<file path="src/rtl/sram_march_bist_ctrl.sv">
// March C- BIST sequencer for a single-port SRAM macro.
// It drives the macro BIST port and checks read data through a READ_LAT-deep compare pipe.
module sram_march_bist_ctrl #(
   parameter int unsigned ADDR_W   = 8,
   parameter int unsigned DATA_W   = 32,
   parameter int unsigned READ_LAT = 1,
   parameter int unsigned ERRCNT_W = 16
) (
   input  logic                clk_i,
   input  logic                rst_ni,
   input  logic                start_i,
   input  logic                abort_i,
   output logic                busy_o,
   output logic                done_o,
   output logic                pass_o,
   output logic [ADDR_W-1:0]   fail_addr_o,
   output logic [2:0]          fail_elem_o,
   output logic [ERRCNT_W-1:0] err_cnt_o,
   output logic                bist_en_o,
   output logic                bist_men_o,
   output logic                bist_wen_o,
   output logic                bist_ren_o,
   output logic [ADDR_W-1:0]   bist_addr_o,
   output logic [DATA_W-1:0]   bist_din_o,
   output logic [DATA_W-1:0]   bist_bm_o,
   input  logic [DATA_W-1:0]   bist_dout_i
);

   localparam int unsigned DCNT_W = (READ_LAT > 1) ? $clog2(READ_LAT) : 1;
   localparam int unsigned LAST   = READ_LAT - 1;
   localparam logic [ADDR_W-1:0] ADDR_MAX = '1;

   typedef enum logic [1:0] {S_IDLE, S_RUN, S_DRAIN, S_DONE} state_e;

   state_e              state_q;
   logic [2:0]          elem_q;
   logic [ADDR_W-1:0]   addr_q;
   logic                op_q;
   logic                rd_exp_q;
   logic [DCNT_W-1:0]   drain_q;

   logic                pv_q [READ_LAT];
   logic                pd_q [READ_LAT];
   logic [ADDR_W-1:0]   pa_q [READ_LAT];
   logic [2:0]          pe_q [READ_LAT];

   logic                last_op_c, last_addr_c, run_end_c;
   logic [2:0]          nxt_elem_c;
   logic [ADDR_W-1:0]   nxt_addr_c;
   logic                nxt_op_c, nxt_wr_c, wr_bit_c, rd_bit_c;
   logic                mis_c;
   logic [ERRCNT_W-1:0] err_nxt_c;

   function automatic logic elem_down(input logic [2:0] e);
      return (e == 3'd3) || (e == 3'd4);
   endfunction

   // Counters hold the op currently on the port; compute the op that follows it.
   always_comb begin
      last_op_c   = (elem_q == 3'd0) || (elem_q == 3'd5) || op_q;
      last_addr_c = elem_down(elem_q) ? (addr_q == '0) : (addr_q == ADDR_MAX);
      run_end_c   = last_op_c && last_addr_c && (elem_q == 3'd5);
      nxt_elem_c  = elem_q;
      nxt_addr_c  = addr_q;
      nxt_op_c    = 1'b0;
      if (!last_op_c) begin
         nxt_op_c = 1'b1;
      end else if (!last_addr_c) begin
         nxt_addr_c = elem_down(elem_q) ? ADDR_W'(addr_q - 1'b1) : ADDR_W'(addr_q + 1'b1);
      end else begin
         nxt_elem_c = 3'(elem_q + 3'd1);
         nxt_addr_c = elem_down(3'(elem_q + 3'd1)) ? ADDR_MAX : '0;
      end
      nxt_wr_c = (nxt_elem_c == 3'd0) || ((nxt_elem_c != 3'd5) && nxt_op_c);
      rd_bit_c = (nxt_elem_c == 3'd2) || (nxt_elem_c == 3'd4);
      wr_bit_c = (nxt_elem_c != 3'd0) && !rd_bit_c;
   end

   always_comb begin
      mis_c     = pv_q[LAST] && (bist_dout_i != {DATA_W{pd_q[LAST]}});
      err_nxt_c = err_cnt_o;
      if (mis_c && !(&err_cnt_o)) err_nxt_c = err_cnt_o + ERRCNT_W'(1);
   end

   always_ff @(posedge clk_i or negedge rst_ni) begin
      if (!rst_ni) begin
         state_q     <= S_IDLE;
         elem_q      <= '0;
         addr_q      <= '0;
         op_q        <= 1'b0;
         rd_exp_q    <= 1'b0;
         drain_q     <= '0;
         busy_o      <= 1'b0;
         done_o      <= 1'b0;
         pass_o      <= 1'b0;
         fail_addr_o <= '0;
         fail_elem_o <= '0;
         err_cnt_o   <= '0;
         bist_en_o   <= 1'b0;
         bist_men_o  <= 1'b0;
         bist_wen_o  <= 1'b0;
         bist_ren_o  <= 1'b0;
         bist_addr_o <= '0;
         bist_din_o  <= '0;
         bist_bm_o   <= '0;
         for (int i = 0; i < READ_LAT; i++) begin
            pv_q[i] <= 1'b0;
            pd_q[i] <= 1'b0;
            pa_q[i] <= '0;
            pe_q[i] <= '0;
         end
      end else if (abort_i) begin
         state_q    <= S_IDLE;
         busy_o     <= 1'b0;
         done_o     <= 1'b0;
         pass_o     <= 1'b0;
         bist_en_o  <= 1'b0;
         bist_men_o <= 1'b0;
         bist_wen_o <= 1'b0;
         bist_ren_o <= 1'b0;
         bist_din_o <= '0;
         bist_bm_o  <= '0;
         for (int i = 0; i < READ_LAT; i++) pv_q[i] <= 1'b0;
      end else begin
         // Issued read enters the compare pipe at the edge the macro samples it.
         pv_q[0] <= bist_men_o & bist_ren_o;
         pd_q[0] <= rd_exp_q;
         pa_q[0] <= bist_addr_o;
         pe_q[0] <= elem_q;
         for (int i = 1; i < READ_LAT; i++) begin
            pv_q[i] <= pv_q[i-1];
            pd_q[i] <= pd_q[i-1];
            pa_q[i] <= pa_q[i-1];
            pe_q[i] <= pe_q[i-1];
         end
         if (mis_c) begin
            err_cnt_o <= err_nxt_c;
            if (err_cnt_o == '0) begin
               fail_addr_o <= pa_q[LAST];
               fail_elem_o <= pe_q[LAST];
            end
         end
         case (state_q)
            S_IDLE, S_DONE: begin
               if (start_i) begin
                  state_q     <= S_RUN;
                  elem_q      <= '0;
                  addr_q      <= '0;
                  op_q        <= 1'b0;
                  rd_exp_q    <= 1'b0;
                  busy_o      <= 1'b1;
                  done_o      <= 1'b0;
                  pass_o      <= 1'b0;
                  err_cnt_o   <= '0;
                  fail_addr_o <= '0;
                  fail_elem_o <= '0;
                  bist_en_o   <= 1'b1;
                  bist_men_o  <= 1'b1;
                  bist_wen_o  <= 1'b1;
                  bist_ren_o  <= 1'b0;
                  bist_addr_o <= '0;
                  bist_din_o  <= '0;
                  bist_bm_o   <= '1;
                  for (int i = 0; i < READ_LAT; i++) pv_q[i] <= 1'b0;
               end
            end
            S_RUN: begin
               if (run_end_c) begin
                  state_q    <= S_DRAIN;
                  drain_q    <= '0;
                  bist_men_o <= 1'b0;
                  bist_wen_o <= 1'b0;
                  bist_ren_o <= 1'b0;
                  bist_din_o <= '0;
                  bist_bm_o  <= '0;
               end else begin
                  elem_q      <= nxt_elem_c;
                  addr_q      <= nxt_addr_c;
                  op_q        <= nxt_op_c;
                  rd_exp_q    <= rd_bit_c;
                  bist_men_o  <= 1'b1;
                  bist_wen_o  <= nxt_wr_c;
                  bist_ren_o  <= !nxt_wr_c;
                  bist_addr_o <= nxt_addr_c;
                  bist_din_o  <= {DATA_W{nxt_wr_c & wr_bit_c}};
                  bist_bm_o   <= {DATA_W{nxt_wr_c}};
               end
            end
            S_DRAIN: begin
               if (drain_q == DCNT_W'(LAST)) begin
                  state_q   <= S_DONE;
                  busy_o    <= 1'b0;
                  bist_en_o <= 1'b0;
                  done_o    <= 1'b1;
                  pass_o    <= (err_nxt_c == '0);
               end else begin
                  drain_q <= DCNT_W'(drain_q + 1'b1);
               end
            end
            default: state_q <= S_IDLE;
         endcase
      end
   end

endmodule
</file>
<file path="config.mk">
export PLATFORM = sky130hd
export DESIGN_NAME = sram_march_bist_ctrl
export DESIGN_NICKNAME = d
export VERILOG_FILES = /design/src/rtl/sram_march_bist_ctrl.sv
export SDC_FILE = /design/constraint.sdc
export NUM_CORES = 1
export LEC_CHECK = 0
export BUFFER_PORTS_ARGS = -buffer_cell sky130_fd_sc_hd__buf_2
export CAP_MARGIN = 20
export CORE_UTILIZATION = 25
export CTS_BUF_LIST = sky130_fd_sc_hd__clkbuf_8 sky130_fd_sc_hd__clkbuf_16
export DETAILED_ROUTE_END_ITERATION = 8
export PLACE_DENSITY = 0.5
export SLEW_MARGIN = 25
export SYNTH_ARGS = -nofsm -noshare
export SYNTH_HDL_FRONTEND = slang
export SYNTH_SLANG_ARGS = --single-unit
</file>
<file path="constraint.sdc">
create_clock -name clk_i -period 3.58 [get_ports clk_i]
set_input_delay 0.179 -clock clk_i [delete_from_list [all_inputs] [get_ports clk_i]]
set_output_delay 0.179 -clock clk_i [all_outputs]
set_load 0.01 [all_outputs]
</file>
Word-level counts from Yosys, hierarchy flattened:

Index checks and enable logic that the tools add are counted.

* register bits: 126
* logic and storage cells: 152

* add/sub/neg operators: 5
* equal/unequal tests: 20
* muxes and demuxes: 69
* bitwise operators: 3
* reductions and logical operators: 34

Operators by type and width (count)
* 2-to-1 mux 32 bit: 6
* one-hot mux 32 bit (2 select lines): 2
* 2-to-1 mux 8 bit: 10
* 2-to-1 mux 16 bit: 4
* logical NOT 16 bit: 2
* != test 32 bit: 1
* 2-to-1 mux 3 bit: 8
* 2-to-1 mux 1 bit: 23
* one-hot mux 1 bit (2 select lines): 9
* adder 16 x 1 -> 16 bit, second input constant: 1
* one-hot mux 8 bit (2 select lines): 1
* AND reduction 16 bit: 1
* != test 3 bit, second input constant: 5
* equality test 3 bit, second input constant: 4
* equality test 3 x 2 -> 1 bit, second input constant: 3
* AND reduction 3 bit: 3
* nonzero test 3 bit: 3
* adder 8 x 1 -> 8 bit, second input constant: 1
* equality test 8 bit, second input constant: 1
* logical NOT 8 bit: 1
* 2-to-1 mux 2 bit: 4
* subtractor 8 x 1 -> 8 bit, second input constant: 1
* logical AND 1 bit: 6
* logical NOT 3 bit: 2
* other kinds (17): 29

Depth between registers and ports, before layout:

Gate-level depths: netlist of run 1.

* depth after elaboration: 13
* mapped depth: 14
* depth with buffers taken out: 13

Least setup slack after synthesis of run 1:

OpenSTA, ideal clock, no wires.

* path type: reg2reg
* start: register elem_q[0]
* end: register addr_q[7]
* arrival: 2620 ps
* data required time: 3441 ps
* slack: 821 ps
* cell stages (with the launch flop): 14
* cells stage by stage: dfrtp_1 clkbuf_1 inv_1 ha_1 mux2_2 ha_1 a21o_1 a21oi_1 o21bai_1 a21oi_1 o21ai_0 xnor2_1 a21boi_0 o2bb2ai_1

* word-level cells in the longest chain between the ends: 8

RTL lines
* start, declared: RTL line 36 `logic [2:0] elem_q;`
* start signal, assigned: RTL line 177 `elem_q <= nxt_elem_c;`
* adder 3 x 1 -> 3 bit: RTL line 72 `nxt_addr_c = elem_down(3'(elem_q + 3'd1)) ? ADDR_MAX : '0;`
* equality test 3 x 2 -> 1 bit / equality test 3 bit (equally long branches): RTL line 55 `return (e == 3'd3) || (e == 3'd4);`
* logical OR 1 bit: RTL line 55
* 2-to-1 mux 8 bit: RTL line 72
* 2-to-1 mux 8 bit: RTL line 68 `end else if (!last_addr_c) begin`
* 2-to-1 mux 8 bit: RTL line 66 `if (!last_op_c) begin`
* 2-to-1 mux 8 bit: RTL line 168 `if (run_end_c) begin`
* one-hot mux 8 bit (2 select lines): RTL line 143 `case (state_q)`
* end signal, assigned: RTL line 178 `addr_q <= nxt_addr_c;`
* end, declared: RTL line 37 `logic [ADDR_W-1:0] addr_q;`

Several ways; a longest one is shown, not always the timed one. The select of a mux whose other input is x is not followed.
A chain may end at the register's enable or synchronous reset.

Worst setup path in the final report of run 1:

Ends and elaborated chain as after synthesis.

==> impl_metrics.yaml, run 1 <==
status:
  status: "finished, final reports clean"
final_layout:
  mostFrequentLayoutCell: "buf_2"
  layout_common_cells: "buf_2 (141), dfrtp_1 (62), nand2_1 (38)"
  fin_util_pct: 30.1
  final_nets: 607
  fillers: 1799
  drive_above_1_share_pct: 33.5
  n_antenna_cell: 0
  syn2layout_area_growth_pct: 16.1
worst_hold_path:
  min_path_type: "primary input to flop"
  hold_start: "start_i"
  hold_depth: 3
  holdPathEnd: "bist_bm_o[30]$_DFFE_PN0P_"
sta:
  setup_viol: 0
  worstMarginPinSlew_ns: 0.905
  max_slew_margin_pct: 39.5
  period_minus_slack_ns: 3.07
  final_max_slew_viol_count: 0
  hold_viol_final: 0
  finalSetupTns_ns: 0
  finalCritPeriodShare_pct: 85.7
  fmax_ghz: 0.326
  rsz0062_at_grt: "false"
  final.setup_skew_ns: 0.00440
global_routing:
  grt_pass1_wl_um: 18700
  grt_max_degree: 45
  first_global_vias: 3539
  grtUsageTotal_pct: 13.0
  gr-total-overflow: 0
  antenna_found_initial: 0
detailed_routing:
  drc: 0
  avgViaCountPerCell: 4.89
  drt-pass1-iter-count: 4
  wl_per_cell_um: 15.0
  dr_total_vias: 3821
  drt_wl_total_um: 11700
  final_antenna_net_count: 0
  dr.first_iter.drc_count: 275
yosys:
  synth_top_area_share_pct: 35.7
  synth_top_cell_by_area: "dfrtp_1"
  ys_ff_latch: 62
  synth_ff_type: "dfrtp_1"
  avgSynthCellArea_um2: 8.92
  synthTopCellsByArea: "dfrtp_1 (36%), buf_4 (11%), ha_1 (4.0%), o21ai_0 (3.7%), nand2_1 (3.3%)"
  syn-num-nets: 538
  synth_warnings: 0
  synth_area_mm2: 0.00434
  synth.distinct_cells: 61
  yosysSeqAreaShare_pct: 35.7
  synth_edf_count: 0
  postSynthCellCount: 487
  synthArstFlopShare_pct: 100
place:
  place_congestion: 0.830
  hpwl_um: 8640
  io_buffer_count: 141
clocking:
  clk_latency_ns: 0.33
  cts_buffers: 9
  cts.reportedPaths.clkPinSlew_ns: 0.06
  cts_root_buffer: "clkbuf_16"
  cts_tree: "built"
  cts.sink_count: 62
  cts_setup_buffers: 0
  ctsHtreeMaxLevel: 3
  clk_path_buf_depth: 2
critical_path:
  crit_start: "elem_q[0]$_DFFE_PN0P_"
  crit_fanout: 14
  worst_setup_path_end_kind: "flop"
  crit_chain: "inv_1 -> ha_1 -> mux2_2 -> and3_1 -> nor2_4 -> o21ai_0 -> nor3_1 -> o211ai_1 -> o21bai_1 -> o2bb2ai_1"
  r2r_end: "addr_q[7]$_DFFE_PN0P_"
  critPathArrivalTime_ns: 3.32
  timing.critical_path.slowest_stage_cell: "dfrtp_1"
  reg2reg_slack_ns: 0.51
  rr_worst_depth: 10
  slowest_delay_ns: 0.51
  path_class: "flop to flop"
  start_kind: "flop"
  r2r-start: "elem_q[0]$_DFFE_PN0P_"
  cp.required_ns: 3.83
die:
  core_area_mm2: 0.0168
  die_x_um: 134
  num_rows: 47
  die_h_um: 134
  dieArea_mm2: 0.0179
  io_pins: 142
  start_util_pct: 25.9
job:
  drv_cap: 0
power_and_ir_drop:
  irDropWorstVdd_v: 0.000283
  pwr_density_cell_mw_per_mm2: 451
  p_leak_nw: 2.52
==> metal layers <==
layer	vias up	track usage [%]	routed length (µm)
met5	-	0	0
met3	12	2.91	668
met4	0	3.22	116
li1	1840	-	-
met2	121	21.4	5590
met1	1848	17.2	5310
==> sequential cells by signal (all words and copies together), names as in the netlist, 2 cells and up <==
name         cells
fail_elem_o      3
err_cnt_o       16
pe_q             3
fail_addr_o      8
addr_q           8
pa_q             8
state_q          2
elem_q           3
==> synthesized netlist by cell type, drive strengths merged, types with 5 or more instances <==
library cell,instances
mux2,10
buf,73
nor3,17
ha,14
nor4,10
o21ai,34
nor2,33
xnor2,5
o21bai,6
a31oi,10
clkbuf,13
a22o,11
nand3,15
or4,5
a32o,5
a21oi,28
nand4,9
inv,19
nand2,38
dfrtp,62
xor2,6
a21o,13
o31ai,9
==> timing repair <==
action	CTS	global route
hold buffers	1	0
setup endpoints to repair	0	1
hold endpoints to repair	26	0
gates resized for setup	0	1
==> power by group <==
group	internal [mW]	total (mW)	switching, mW	leakage [nW]
Combinational	0.218	0.563	0.344	1.52
Clock	0.561	0.901	0.340	0.141
Sequential	0.743	0.812	0.0693	0.857
Total	1.52	2.28	0.754	2.52
==> cell type report <==
cell class	instances	area [µm²]	area share, %
Multi-Input combinational cell	320	2110	41.8
Sequential cell	62	1550	30.8
Timing Repair Buffer	144	731	14.5
Tap cell	220	275	5.46
Clock buffer	10	239	4.74
Inverter	19	71.3	1.41
Clock inverter	6	70.1	1.39
==> worst max-delay path by stage <==
| stage | endpoint | slack [ns] |
|---|---|---|
| floorplan | addr_q[7]$_DFFE_PN0P_ | 0.82 |
| global placement | elem_q[1]$_DFFE_PN0P_ | 0.53 |
| detailed placement | addr_q[7]$_DFFE_PN0P_ | 0.35 |
| CTS | addr_q[7]$_DFFE_PN0P_ | 0.32 |
| global route | addr_q[7]$_DFFE_PN0P_ | 0.19 |
| finish | addr_q[7]$_DFFE_PN0P_ | 0.51 |
==> worst max-delay path, delay by kind of cell (launching register included) <==
kind	cells	cell delay [ns]
AOI/OAI and AO/OA	4	0.96
adders and majority gates	1	0.23
buffers and inverters	1	0.12
DFF	1	0.51
muxes	1	0.37
and+or+nand+nor	3	0.79
==> logic make-up after synthesis <==
| kind of cell | Yosys count | share of synthesized area [%] |
|---|---|---|
| simple gates | 144 | 16.8 |
| compound gates | 138 | 21.8 |
| buf+inv | 105 | 15.9 |
| flops | 62 | 35.7 |
| fa+ha+maj | 15 | 4.49 |
| mux | 12 | 3.05 |
| xor+xnor | 11 | 2.22 |
==> stage by stage <==
step	power, mW	area [µm²]	hold slack [ns]	std cells	setup slack, ns
final	2.28	5040	0.256	781	0.512
after global placement	1.38	4720	0.215	764	0.530
after floorplan	1.30	4340	-0.117	487	0.821
after CTS	2.31	5040	0.242	781	0.316
after detailed placement	1.39	4720	0.223	764	0.347
after global routing	2.40	5040	0.283	781	0.191
Power figures use the tool's default switching activity.
==> inputs of run 2 (changes only) <==
--- a/config.mk
+++ b/config.mk
@@ -5,12 +5,15 @@
 export SDC_FILE = /design/constraint.sdc
 export NUM_CORES = 1
 export LEC_CHECK = 0
+export ABC_CLOCK_PERIOD_IN_PS = 3580
 export BUFFER_PORTS_ARGS = -buffer_cell sky130_fd_sc_hd__buf_2
 export CAP_MARGIN = 20
 export CORE_UTILIZATION = 25
 export CTS_BUF_LIST = sky130_fd_sc_hd__clkbuf_8 sky130_fd_sc_hd__clkbuf_16
+export CTS_CLUSTER_DIAMETER = 200
 export DETAILED_ROUTE_END_ITERATION = 8
 export PLACE_DENSITY = 0.5
+export REMOVE_ABC_BUFFERS = 1
 export SLEW_MARGIN = 25
 export SYNTH_ARGS = -nofsm -noshare
 export SYNTH_HDL_FRONTEND = slang
==> impl_metrics.yaml, run 2 (synthesis gave the netlist of run 1 again) <==
status:
  status: "finished, final reports clean"
final_layout:
  layout_common_cells: "buf_2 (140), dfrtp_1 (62), nand2_1 (38)"
  fin_util_pct: 30.3
  mostFrequentLayoutCell: "buf_2"
  fillers: 1707
  final_nets: 611
  n_antenna_cell: 0
  largest_register_ffs: 16
  syn2layout_area_growth_pct: 17.1
  fin_cells: 785
  fin_area_mm2: 0.00509
  drive_above_1_share_pct: 34.0
  largest-register: "err_cnt_o"
die:
  start_util_pct: 25.9
  num_rows: 47
  io_pins: 142
  core_area_mm2: 0.0168
  dieArea_mm2: 0.0179
  die_x_um: 134
  die_h_um: 134
place:
  hpwl_um: 8060
  place_congestion: 0.855
  place_area_mm2: 0.00475
  placed_cells: 768
  io_buffer_count: 141
  place_ws_ns: 0.683
sta:
  layout_setup_ws_ns: 0.662
  setup_viol: 0
  finalSetupTns_ns: 0
  worstMarginPinSlew_ns: 0.873
  fmax_ghz: 0.343
  final.setup_skew_ns: 0.00344
  max_slew_margin_pct: 41.6
  rsz0062_at_grt: "false"
  final_max_slew_viol_count: 0
  hold_viol_final: 0
  finalCritPeriodShare_pct: 81.5
  period_minus_slack_ns: 2.92
critical_path:
  critPathArrivalTime_ns: 3.12
  critPathTopFamily: "compound AO/OA/AOI/OAI gates"
  path_class: "flop to flop"
  worst_setup_path_end_kind: "flop"
  cp.required_ns: 3.78
  slowest_delay_ns: 0.50
  timing.critical_path.slowest_stage_cell: "dfrtp_1"
  crit_fanout: 10
  crit_chain: "inv_1 -> ha_1 -> mux2_2 -> ha_1 -> a21o_1 -> a21oi_1 -> o21bai_1 -> a21oi_1 -> o21ai_0 -> xnor2_1 -> a21boi_0 -> o2bb2ai_1"
  start_kind: "flop"
  critPathBufInv: 1
detailed_routing:
  wl_per_cell_um: 14.1
  dr_total_vias: 3842
  final_antenna_net_count: 0
  dr.first_iter.drc_count: 280
  drt_wl_total_um: 11100
  drt-pass1-iter-count: 4
  drc: 0
  avgViaCountPerCell: 4.89
clocking:
  ctsHtreeMaxLevel: 3
  clk_path_buf_depth: 2
  cts_setup_buffers: 0
  hold_buffers: 1
  cts_root_buffer: "clkbuf_16"
  cts.sink_count: 62
  cts_tree: "built"
  cts.reportedPaths.clkPinSlew_ns: 0.06
  cts_buffers: 9
  clk_latency_ns: 0.34
  cts_resized: 0
global_routing:
  antenna_found_initial: 0
  first_global_vias: 3501
  grt_max_degree: 49
  grtUsageTotal_pct: 12.7
  gr-total-overflow: 0
  grt_pass1_wl_um: 17900
power_and_ir_drop:
  irDropWorstVdd_v: 0.000225
  p_leak_nw: 2.55
  pwr_density_cell_mw_per_mm2: 456
worst_hold_path:
  min_path_type: "primary input to flop"
job:
  drv_cap: 0
==> run 2: changes by cell type in the layout (fill, tap and decap cells not counted), sizes merged <==
cell,previous run,this run
buf,143,147
bufinv,1,2
clkinv,1,2
clkinvlp,3,2
inv,20,19
==> run 2: worst paths after layout <==
path                       slack (ns)                endpoint                   from  cells after the start
max                              0.66   addr_q[7]$_DFFE_PN0P_  elem_q[0]$_DFFE_PN0P_                     12
min                              0.24  state_q[0]$_DFFE_PN0P_                abort_i                      2
max in group asynchronous        2.49   bist_en_o$_DFFE_PN0P_                 rst_ni                      3
min reg2reg                      0.48     pa_q[1]$_DFFE_PN0N_    pa_q[1]$_DFFE_PN0N_                      2
min in group asynchronous        0.42   addr_q[3]$_DFFE_PN0P_                 rst_ni                      2
max reg2reg                      0.66   addr_q[7]$_DFFE_PN0P_  elem_q[0]$_DFFE_PN0P_                     12
==> run 2: power breakdown <==
group | total (mW) | internal [mW] | switching [mW]
Combinational | 0.557 | 0.219 | 0.338
Clock | 0.954 | 0.625 | 0.329
Sequential | 0.810 | 0.743 | 0.0673
Total | 2.32 | 1.59 | 0.734
==> run 2: area by class of cell <==
type / instances / area, µm² / share of cell area, %
Clock buffer: 10 / 239 / 4.70
Inverter: 19 / 71.3 / 1.40
Tap cell: 220 / 275 / 5.41
Sequential cell: 62 / 1550 / 30.5
Clock inverter: 6 / 85.1 / 1.67
Timing Repair Buffer: 148 / 763 / 15.0
Multi-Input combinational cell: 320 / 2100 / 41.3
==> run 2: through the flow <==
stage               hold slack [ns]  power (mW)
finish                        0.244        2.32
global route                  0.250        2.45
CTS                           0.239        2.35
detailed placement            0.258        1.38
global placement              0.469        1.38
floorplan                    -0.117        1.11
==> run 2: routing by layer <==
layer	wire length [µm]	track usage [%]	share of wire (%)	vias to the layer above
met3	796	2.38	7.2	16
li1	-	-	-	1848
met4	258	6.94	2.3	0
met5	0	0	0	-
met2	5150	21.0	46	168
met1	4900	15.5	44	1810
==> inputs of run 3 (changes only) <==
--- a/config.mk
+++ b/config.mk
@@ -5,7 +5,7 @@
 export SDC_FILE = /design/constraint.sdc
 export NUM_CORES = 1
 export LEC_CHECK = 0
-export ABC_CLOCK_PERIOD_IN_PS = 3580
+export ABC_CLOCK_PERIOD_IN_PS = 3000
 export BUFFER_PORTS_ARGS = -buffer_cell sky130_fd_sc_hd__buf_2
 export CAP_MARGIN = 20
 export CORE_UTILIZATION = 25
==> constraint.sdc (replaced) <==
create_clock -name clk_i -period 3 [get_ports clk_i]
set_input_delay 0.15 -clock clk_i [delete_from_list [all_inputs] [get_ports clk_i]]
set_output_delay 0.15 -clock clk_i [all_outputs]
set_load 0.01 [all_outputs]
==> impl_metrics.yaml, run 3 (synthesis gave the netlist of run 1 again) <==
sta:
  fmax_ghz: 0.349
  final_max_slew_viol_count: 0
  hold_viol_final: 0
  period_minus_slack_ns: 2.86
  max_slew_margin_pct: 37.1
  worstMarginPinSlew_ns: 0.941
  rsz0062_at_grt: "false"
  layout_setup_ws_ns: 0.136
  setup_viol: 0
  finalCritPeriodShare_pct: 95.5
  finalSetupTns_ns: 0
  final.setup_skew_ns: 0.00597
die:
  num_rows: 47
  dieArea_mm2: 0.0179
  die_x_um: 134
  core_area_mm2: 0.0168
  start_util_pct: 25.9
  io_pins: 142
  die_h_um: 134
global_routing:
  grtUsageTotal_pct: 12.5
  grt_max_degree: 35
  grt_pass1_wl_um: 17800
  gr-total-overflow: 0
  antenna_found_initial: 0
  first_global_vias: 3511
place:
  place_ws_ns: 0.143
  place_congestion: 0.906
  place_area_mm2: 0.00480
  io_buffer_count: 141
  hpwl_um: 8200
final_layout:
  fin_util_pct: 30.5
  largest_register_ffs: 16
  fin_area_mm2: 0.00512
  fillers: 1751
  final_nets: 619
  mostFrequentLayoutCell: "buf_2"
  drive_above_1_share_pct: 34.9
  syn2layout_area_growth_pct: 17.9
  n_antenna_cell: 0
  layout_common_cells: "buf_2 (141), dfrtp_1 (62), nand2_1 (38)"
  largest-register: "err_cnt_o"
clocking:
  cts.sink_count: 62
  clk_latency_ns: 0.34
  cts_root_buffer: "clkbuf_16"
  ctsHtreeMaxLevel: 3
  cts_buffers: 9
  clk_path_buf_depth: 2
  cts.reportedPaths.clkPinSlew_ns: 0.06
  cts_tree: "built"
detailed_routing:
  wl_met3_um: 719
  dr.first_iter.drc_count: 228
  avgViaCountPerCell: 4.89
  drc: 0
  wl_per_cell_um: 14.0
  top_layer: "met4"
  final_antenna_net_count: 0
  drt-pass1-iter-count: 4
  drt_wl_total_um: 11100
  route.met2.wl_um: 5140
  dr_total_vias: 3875
  wl_met1_um: 5030
critical_path:
  r2r_end: "addr_q[7]$_DFFE_PN0P_"
  rr_worst_depth: 12
  critPathArrivalTime_ns: 3.09
  reg2reg_slack_ns: 0.14
  crit_path_end: "addr_q[7]$_DFFE_PN0P_"
  cp.required_ns: 3.22
  crit_fanout: 9
  crit_start: "elem_q[1]$_DFFE_PN0P_"
  r2r-start: "elem_q[1]$_DFFE_PN0P_"
  start_kind: "flop"
  path_class: "flop to flop"
  worst_setup_path_end_kind: "flop"
status:
  status: "finished, final reports clean"
worst_hold_path:
  min_path_type: "primary input to flop"
job:
  drv_cap: 0
power_and_ir_drop:
  irDropWorstVdd_v: 0.000248
  pwr_density_cell_mw_per_mm2: 522
  total_power_mw: 2.67
  p_leak_nw: 2.57
## run 3: worst min-delay path by stage
stage,startpoint,slack [ns],to,cells past startpoint
detailed placement,rst_ni,0.09,addr_q[2]$_DFFE_PN0P_,1
finish,abort_i,0.20,state_q[0]$_DFFE_PN0P_,2
global route,abort_i,0.22,state_q[1]$_DFFE_PN0P_,2
floorplan,rst_ni,-0.15,addr_q[0]$_DFFE_PN0P_,0
global placement,rst_ni,0.08,addr_q[2]$_DFFE_PN0P_,1
CTS,abort_i,0.20,state_q[0]$_DFFE_PN0P_,2
## run 3: per-stage QoR
step / cells / hold slack (ns)
floorplan: 401 / -0.146
global placement: 775 / 0.0835
detailed placement: 775 / 0.0881
CTS: 792 / 0.197
global route: 793 / 0.217
finish: 793 / 0.200
## run 3: routing by layer
metal / up-vias / global-route usage, %
li1: 1867 / -
met1: 1831 / 15.5
met2: 168 / 20.5
met3: 9 / 2.61
met4: 0 / 6.63
met5: - / 0
## run 3: worst max-delay path: stages, from the launching register on
cell,delay [ns]
dfrtp_1,0.47
inv_1,0.13
ha_1,0.22
mux2_2,0.36
ha_1,0.29
a21o_1,0.17
a21oi_1,0.22
o21bai_1,0.10
a21oi_1,0.23
o21ai_0,0.15
xnor2_1,0.15
a21boi_0,0.17
o2bb2ai_1,0.09
## run 3: area by class of cell
class	count	area, µm²	area share (%)
sequential	62	1550	30.3
inverter	19	71.3	1.39
tap	220	275	5.38
clock inverter	7	75.1	1.47
clock buffer	9	225	4.40
timing repair buffer	156	821	16.0
multi-input combinational	320	2100	41.0
## run 3: power breakdown
group,switching [mW],internal (mW)
logic,0.404,0.265
registers,0.0764,0.886
clock network,0.400,0.643
total,0.881,1.79
## run 3: what timing repair did
action	CTS	global route
hold endpoints to repair	14	0
hold buffers	1	0
resized for setup	0	0
endpoints found under the setup margin	0	9
setup buffers	0	1
